$ cat config.mk
export PLATFORM = sky130hd
export DESIGN_NAME = s_mem_arbiter
export DESIGN_NICKNAME = d
export VERILOG_FILES = /design/src/rtl/s_mem_arbiter.sv
export SDC_FILE = /design/constraint.sdc
export NUM_CORES = 1
export LEC_CHECK = 0
export BUFFER_PORTS_ARGS = -buffer_cell sky130_fd_sc_hd__buf_2
export CAP_MARGIN = 20
export CORE_MARGIN = 5
export CORE_UTILIZATION = 41
export CTS_CLUSTER_SIZE = 20
export DETAILED_ROUTE_END_ITERATION = 6
export PLACE_DENSITY_LB_ADDON = 0.08
export SETUP_SLACK_MARGIN = 0.2
export SYNTH_ARGS = -nofsm -noshare
export SYNTH_HDL_FRONTEND = slang
export SYNTH_SLANG_ARGS = --single-unit
$ cat constraint.sdc
create_clock -name clk -period 3.37 [get_ports clk]
set_input_delay 0 -clock clk [delete_from_list [all_inputs] [get_ports clk]]
set_output_delay 0 -clock clk [all_outputs]
set_load 0.03 [all_outputs]
$ cat src/rtl/s_mem_arbiter.sv
// Round-robin arbiter sharing one single-port S-memory between the sequencing FSMs.
// The owner keeps its grant until it drops req; read strobes track the 1-cycle memory latency.
module s_mem_arbiter #(
  parameter int N_REQ  = 3,
  parameter int ADDR_W = 8,
  parameter int DATA_W = 8
) (
  input  logic                      clk,
  input  logic                      rst_n,
  input  logic [N_REQ-1:0]          req,
  input  logic [N_REQ*ADDR_W-1:0]   req_addr,
  input  logic [N_REQ*DATA_W-1:0]   req_wdata,
  input  logic [N_REQ-1:0]          req_wr_en,
  output logic [N_REQ-1:0]          gnt,
  output logic [DATA_W-1:0]         rd_data,
  output logic [N_REQ-1:0]          rd_valid,
  output logic [ADDR_W-1:0]         mem_addr,
  output logic [DATA_W-1:0]         mem_wdata,
  output logic                      mem_wren,
  input  logic [DATA_W-1:0]         mem_q
);

  // state | meaning
  // IDLE  | no owner, gnt is zero
  // OWNED | r_owner holds the grant until it drops its req
  localparam int OW = (N_REQ > 1) ? $clog2(N_REQ) : 1;

  typedef enum logic {IDLE, OWNED} state_t;

  state_t           r_state, w_state_nxt;
  logic [OW-1:0]    r_owner, w_owner_nxt;
  logic [OW-1:0]    r_last, w_last_nxt;
  logic [OW-1:0]    w_base, w_winner;
  logic [N_REQ-1:0] r_gnt, w_gnt_nxt;
  logic [N_REQ-1:0] r_rd_valid, w_rd_valid_nxt;
  logic [N_REQ-1:0] w_cand;
  logic             w_found;
  logic             w_active;

  assign w_active = r_gnt[r_owner] & req[r_owner];

  // On release the search starts after the outgoing owner, which becomes the new last pointer.
  always_comb begin
    w_base = (r_state == OWNED) ? r_owner : r_last;
    w_cand = req;
    if (r_state == OWNED) w_cand[r_owner] = 1'b0;
    w_found  = 1'b0;
    w_winner = '0;
    for (int k = 1; k <= N_REQ; k++) begin
      if (!w_found && w_cand[(int'(w_base) + k) % N_REQ]) begin
        w_found  = 1'b1;
        w_winner = OW'((int'(w_base) + k) % N_REQ);
      end
    end
  end

  always_comb begin
    w_state_nxt = r_state;
    w_owner_nxt = r_owner;
    w_last_nxt  = r_last;
    w_gnt_nxt   = r_gnt;
    case (r_state)
      IDLE: begin
        w_gnt_nxt = '0;
        if (w_found) begin
          w_state_nxt          = OWNED;
          w_owner_nxt          = w_winner;
          w_gnt_nxt[w_winner]  = 1'b1;
        end
      end
      OWNED: begin
        if (!req[r_owner]) begin
          w_last_nxt = r_owner;
          w_gnt_nxt  = '0;
          if (w_found) begin
            w_owner_nxt         = w_winner;
            w_gnt_nxt[w_winner] = 1'b1;
          end else begin
            w_state_nxt = IDLE;
          end
        end
      end
      default: w_state_nxt = IDLE;
    endcase
  end

  always_comb begin
    w_rd_valid_nxt = '0;
    if (w_active && !req_wr_en[r_owner]) w_rd_valid_nxt[r_owner] = 1'b1;
  end

  always_ff @(posedge clk or negedge rst_n) begin
    if (!rst_n) begin
      r_state    <= IDLE;
      r_owner    <= '0;
      r_last     <= OW'(N_REQ - 1);
      r_gnt      <= '0;
      r_rd_valid <= '0;
    end else begin
      r_state    <= w_state_nxt;
      r_owner    <= w_owner_nxt;
      r_last     <= w_last_nxt;
      r_gnt      <= w_gnt_nxt;
      r_rd_valid <= w_rd_valid_nxt;
    end
  end

  // Gating by the live grant makes the port go quiet the instant reset asserts.
  always_comb begin
    mem_addr  = '0;
    mem_wdata = '0;
    mem_wren  = 1'b0;
    if (w_active) begin
      mem_addr  = req_addr[int'(r_owner)*ADDR_W +: ADDR_W];
      mem_wdata = req_wdata[int'(r_owner)*DATA_W +: DATA_W];
      mem_wren  = req_wr_en[r_owner];
    end
  end

  assign gnt      = r_gnt;
  assign rd_valid = r_rd_valid;
  assign rd_data  = mem_q;

endmodule

==> flow_summary.yaml, run 1 <==
pwr:
  power.switching_uw: 899
  peakVddDrop_uv: 580
  power.share.switching_pct: 54.0
  power.internal_uw: 764
  power_frac_comb_pct: 79.2
  seq_power_share_pct: 15.2
  power_uw: 1660
  clockPowerShare_pct: 5.6
  power_density_nw_per_um2: 966
  leakage_uw: 0.000927
sta:
  fin_crit_sh_pct: 82.6
  hold_viol_final: 0
  tightest_slew_ns: 0.653
  relSlewSlack_pct: 56.4
  timing.final.ws_setup_ns: 0.587
  maxSlewViolCount: 0
  setup_tns_ns: 0
  clock_skew_ns: 0.00223
  fmax_mhz: 359
  setup_viol: 0
  rsz0062_at_grt: "no"
  hold_slack_ns: 0.0000111
  min_period_ns: 2.78
cells_and_area:
  fillers: 307
  fin_nets: 306
  final_area_sq_um: 1720
  diodes: 0
  area.growth.synth_to_final_pct: 30.2
  layout-drive-gt1-share_pct: 39.9
worst_setup_path:
  r2r-end: "gnt[1]"
  critical_path.top_delay_family: "compound AO/OA/AOI/OAI gates"
  crit_slowest_cell: "dfrtp_1"
  arrival_ns: 2.93
  critPathLaunch: "r_state"
  end_kind: "register"
  endpoint: "gnt[1]"
  rr_startpoint: "r_state"
  crit_fanout: 10
  rr_worst_depth: 8
  path_cells: "mux2i_1, inv_1, ha_1, mux2_4, o211ai_2, nand3_4, o311ai_0, o21ai_1"
  criticalPathCategory: "reg2reg"
  startpoint_type: "register"
  crit_cells: 8
  cp.required_ns: 3.52
  slowest_delay_ns: 0.60
  reg2reg_slack_ns: 0.59
  crit_buf_inv: 1
synth:
  syn_area_sq_um: 1320
  ys.flop_type: "dfrtp_1"
  synth.most_common_cell: "nor2_1"
  syn_nets: 236
  yosysTopAreaCellShare_pct: 18.9
  synth_top_cell_by_area: "dfrtp_1"
  ys_ff_latch: 11
  synthTopCellsByCount: "nor2_1, mux2i_1, a21oi_1"
  ys_warn_count: 0
  syn_avg_cell_area_sq_um: 7.83
  async_reset_ff_share_pct: 100
  synthCells: 169
  synth.area.top_cells: "dfrtp_1, mux2i_1, nor2_1"
  yosysSeqAreaShare_pct: 20.9
  synthDistinctLibCells: 38
  synth_edf_count: 0
clocking:
  cts_tree: "built"
  postCtsSetupRepairBufs: 0
  clock_path_buffers: 2
  cts.htree.levels: 1
  hold_buffers: 4
  post_cts_resize_count: 0
  cts-buffers-inserted: 3
  clock_sinks: 11
  cts-root-buf: "clkbuf_4"
  clk_pin_slew_worst_paths_ns: 0.08
  worstSkewPairLatency_ns: 0.27
run_status:
  status: "finished, final reports clean"
global_route:
  grt_pass1_vias: 1460
  gr-total-overflow: 0
  grt_max_degree: 31
  antenna_found_initial: 0
  grt_pass1_wl_mm: 6.60
  grtUsageTotal_pct: 18.5
place:
  post-place-ws_ns: 0.622
  place_area_sq_um: 1650
  io_buffer_count: 78
  gp_congestion: 0.792
  dp_hpwl_mm: 3.15
floorplan:
  die_w_microns: 66.8
  core-area_sq_um: 3080
  die_area_sq_um: 4460
  num_rows: 20
  io_pins: 95
  dieHeight_microns: 66.8
  start_util_pct: 43.0
drt:
  vias: 1475
  firstDrtPassIters: 4
  avgViaCountPerCell: 5.23
  wl_mm: 4.02
  wl_per_cell_microns: 14.3
  drt_iter0_markers: 79
  drc: 0
  drtAntennaViolNets: 0
run:
  maxCapViolations: 0
hold_path:
  hold_path.class: "in2out"
[state kept, by name, summed over array words and instances (netlist names)]
name	flops
r_owner	2
rd_valid	3
r_state	1
r_last	2
gnt	3
[worst register-to-register path, delay by kind of cell (launching register included)]
family,cells,cell delay (ns)
mux,2,0.68
fa+ha+maj,1,0.48
compound gates,3,0.71
simple gates,1,0.12
flops,1,0.60
buf+inv,1,0.08
[stage by stage]
stage,utilization (%),std cells
floorplan,-,169
global placement,53.7,274
detailed placement,53.7,274
CTS,55.9,282
global route,55.9,282
finish,55.9,282
[area by class of cell]
class                   count  area (sq um)  share of cell area [%]
multi-input cells         132           887                    51.5
well taps                  44          55.1                    3.20
repair buffers             85           453                    26.3
clock buffers               3          22.5                    1.31
flip-flops and latches     11           277                    16.1
clock inverters             1          5.00                   0.291
inverters                   6          22.5                    1.31
[per-layer routing]
layer / vias up / wire (microns) / global-route usage, % / share of wire [%]
met3: 6 / 412 / 3.54 / 10
li1: 727 / - / - / -
met2: 76 / 1920 / 31.7 / 48
met5: - / 0 / 0 / 0
met1: 666 / 1670 / 24.0 / 42
met4: 0 / 19 / 3.55 / 0.47
[how the worst min path moves through the flow]
stage                         from         end  slack [ns]  cells past startpoint
after global routing      mem_q[5]  rd_data[5]     0.00004                      0
after floorplan              rst_n      gnt[0]       -0.30                      0
final                     mem_q[4]  rd_data[4]     0.00001                      0
after global placement       rst_n      gnt[0]       -0.12                      1
after detailed placement     rst_n      gnt[2]       -0.12                      1
after CTS                 mem_q[4]  rd_data[4]      0.0004                      0
[placed cells by master, fill, tap and decap left out, types with 3 or more instances in the layout]
cell           Yosys  layout
nor3b_1            3       3
buf_2              4      78
buf_4             11       3
mux2_2             3       3
ha_1               3       3
clkbuf_4           0       3
a21oi_1           19      19
mux2i_1           21      21
dfrtp_1           10      10
nand2_1            8       8
o211ai_1           3       3
inv_1              6       6
nor4_1             3       3
nor2_1            36      36
dlygate4sd3_1      0       4
[kinds of logic after synthesis]
family	count (synthesis)	share of synthesized area [%]
fa+ha+maj	3	2.84
flops	11	20.9
mux	25	19.6
buf+inv	26	12.0
simple gates	66	25.2
compound gates	36	18.2
xor+xnor	2	1.32
[power groups by stage]
stage               Clock (uW)  Sequential [uW]  Combinational (uW)
floorplan                    0              250                1100
global placement             0              252                1270
detailed placement           0              253                1300
CTS                       94.0              251                1310
global route              99.7              257                1450
finish                    93.1              252                1320
Note: power is estimated with default switching activity, not from simulation.
==> run 2: changes to the inputs <==
Clock period 3.37 ns to 2.7 ns, I/O delays scaled along.
==> run 2 against run 1 <==
  * Utilization rose by 1.3 points
  * Clock skew rose by 0.00098 ns
  * Highest routed layer unchanged
  * Sequential power rose by 7.9%
  * Non-clock buffer count rose by 2
  * Fmax rose by 18%
==> flow_summary.yaml, run 2 (same netlist as run 1, synthesis figures left out) <==
drt:
  wl_mm: 4.04
  drt_iter0_markers: 80
  wl_per_cell_microns: 14.2
  avgViaCountPerCell: 5.25
  drc: 0
  drtAntennaViolNets: 0
  firstDrtPassIters: 4
  vias: 1490
cells_and_area:
  layout_commonest_cell: "buf_2"
  layout-drive-gt1-share_pct: 41.7
  fin_util_pct: 57.3
  diodes: 0
  ff_latch_area_sq_um: 277
  fillers: 308
  fin_nets: 308
  layout_common_cells: "buf_2, nor2_1, mux2i_1"
  multi_input_area_sq_um: 915
  area.growth.synth_to_final_pct: 33.3
clocking:
  cts-buffers-inserted: 3
  cts.htree.levels: 1
  clock_sinks: 11
  cts-root-buf: "clkbuf_4"
  cts_tree: "built"
  clock_path_buffers: 2
  worstSkewPairLatency_ns: 0.26
  postCtsSetupRepairBufs: 0
  clk_pin_slew_worst_paths_ns: 0.06
worst_setup_path:
  criticalPathCategory: "reg2reg"
  startpoint_type: "register"
  cp.required_ns: 2.85
  rr_worst_depth: 8
  r2r-end: "gnt[0]"
  reg2reg_slack_ns: 0.35
  rr_startpoint: "r_state"
  arrival_ns: 2.50
  end_kind: "register"
  crit_fanout: 6
sta:
  rsz0062_at_grt: "no"
  fmax_mhz: 425
  setup_viol: 0
  min_period_ns: 2.35
  setup_tns_ns: 0
  maxSlewViolCount: 0
  fin_crit_sh_pct: 87.1
  tightest_slew_ns: 0.665
  relSlewSlack_pct: 55.3
  clock_skew_ns: 0.00321
  hold_viol_final: 0
  timing.final.ws_setup_ns: 0.348
floorplan:
  start_util_pct: 43.0
  io_pins: 95
  num_rows: 20
  die_w_microns: 66.8
  dieHeight_microns: 66.8
  core-area_sq_um: 3080
  die_area_sq_um: 4460
hold_path:
  worstHoldStart: "mem_q[4]"
  whs_endpoint: "rd_data[4]"
  whs_path_depth: 0
  hold_path.class: "in2out"
run_status:
  status: "finished, final reports clean"
pwr:
  power_density_nw_per_um2: 1240
  leakage_uw: 0.000932
  peakVddDrop_uv: 633
global_route:
  antenna_found_initial: 0
  grt_pass1_wl_mm: 6.52
  gr-total-overflow: 0
  grtUsageTotal_pct: 18.3
  grt_max_degree: 31
  grt_pass1_vias: 1483
place:
  dp_hpwl_mm: 3.12
  io_buffer_count: 78
  post-place-ws_ns: 0.284
  gp_congestion: 0.901
run:
  maxCapViolations: 0
## run 2: changes by cell type in the layout (fill, tap and decap cells not counted), sizes merged
cell / before / now
buf: 81 / 83
clkbuf: 3 / 4
clkinv: 1 / 0
## run 2: where the power goes
group	internal (uW)	switching (uW)	leakage, uW
logic	738	1070	0.000779
clock network	57.1	51.3	0.0000150
registers	236	36.6	0.000138
total	1030	1160	0.000932
## run 2: per-stage QoR
stage	power (uW)	area, sq um	hold slack [ns]	std cells
final	2190	1760	0.0000111	284
after global routing	2380	1760	0.0000478	284
after CTS	2100	1740	0.000354	284
after detailed placement	1980	1670	-0.121	276
after global placement	1940	1670	-0.122	276
after floorplan	1700	1330	-0.296	169
## run 2: worst max-delay path, stage by stage, from the launching register on
cell and delay [ns]:
dfrtp_1 0.40, mux2i_2 0.28, inv_1 0.08, ha_2 0.40, mux2_4 0.32, o211ai_2 0.10
nand3_4 0.14, o311a_1 0.32, a32o_1 0.20
## run 2: final cells by class
cell class / instances / area share, %
multi-input cells: 132 / 51.9
repair buffers: 87 / 26.5
flip-flops and latches: 11 / 15.7
well taps: 44 / 3.12
clock buffers: 4 / 1.49
inverters: 6 / 1.28
## run 2: what timing repair did
item	in CTS	in global routing
endpoints found under the setup margin	2	3
hold buffers	4	0
endpoints found under the hold margin	14	0
gates resized for setup	1	4
## run 2: worst max-delay path by stage
stage,slack [ns],cells past startpoint,endpoint,startpoint
after floorplan,0.20,11,gnt[1],r_owner[0]
after global placement,0.34,8,gnt[1],r_state
after detailed placement,0.28,8,gnt[1],r_state
after CTS,0.28,8,gnt[1],r_state
after global routing,0.19,8,r_owner[0],r_state
final,0.35,8,gnt[0],r_state
## run 2: routing by layer
metal  vias to the layer above  global-route usage [%]  wire [microns]  part of all wire [%]
met3                        12                    4.05             442                    11
met5                         -                       0               0                     0
li1                        728                       -               -                     -
met2                        91                    31.7            1960                    49
met1                       659                    22.8            1580                    39
met4                         0                    4.31              48                   1.2
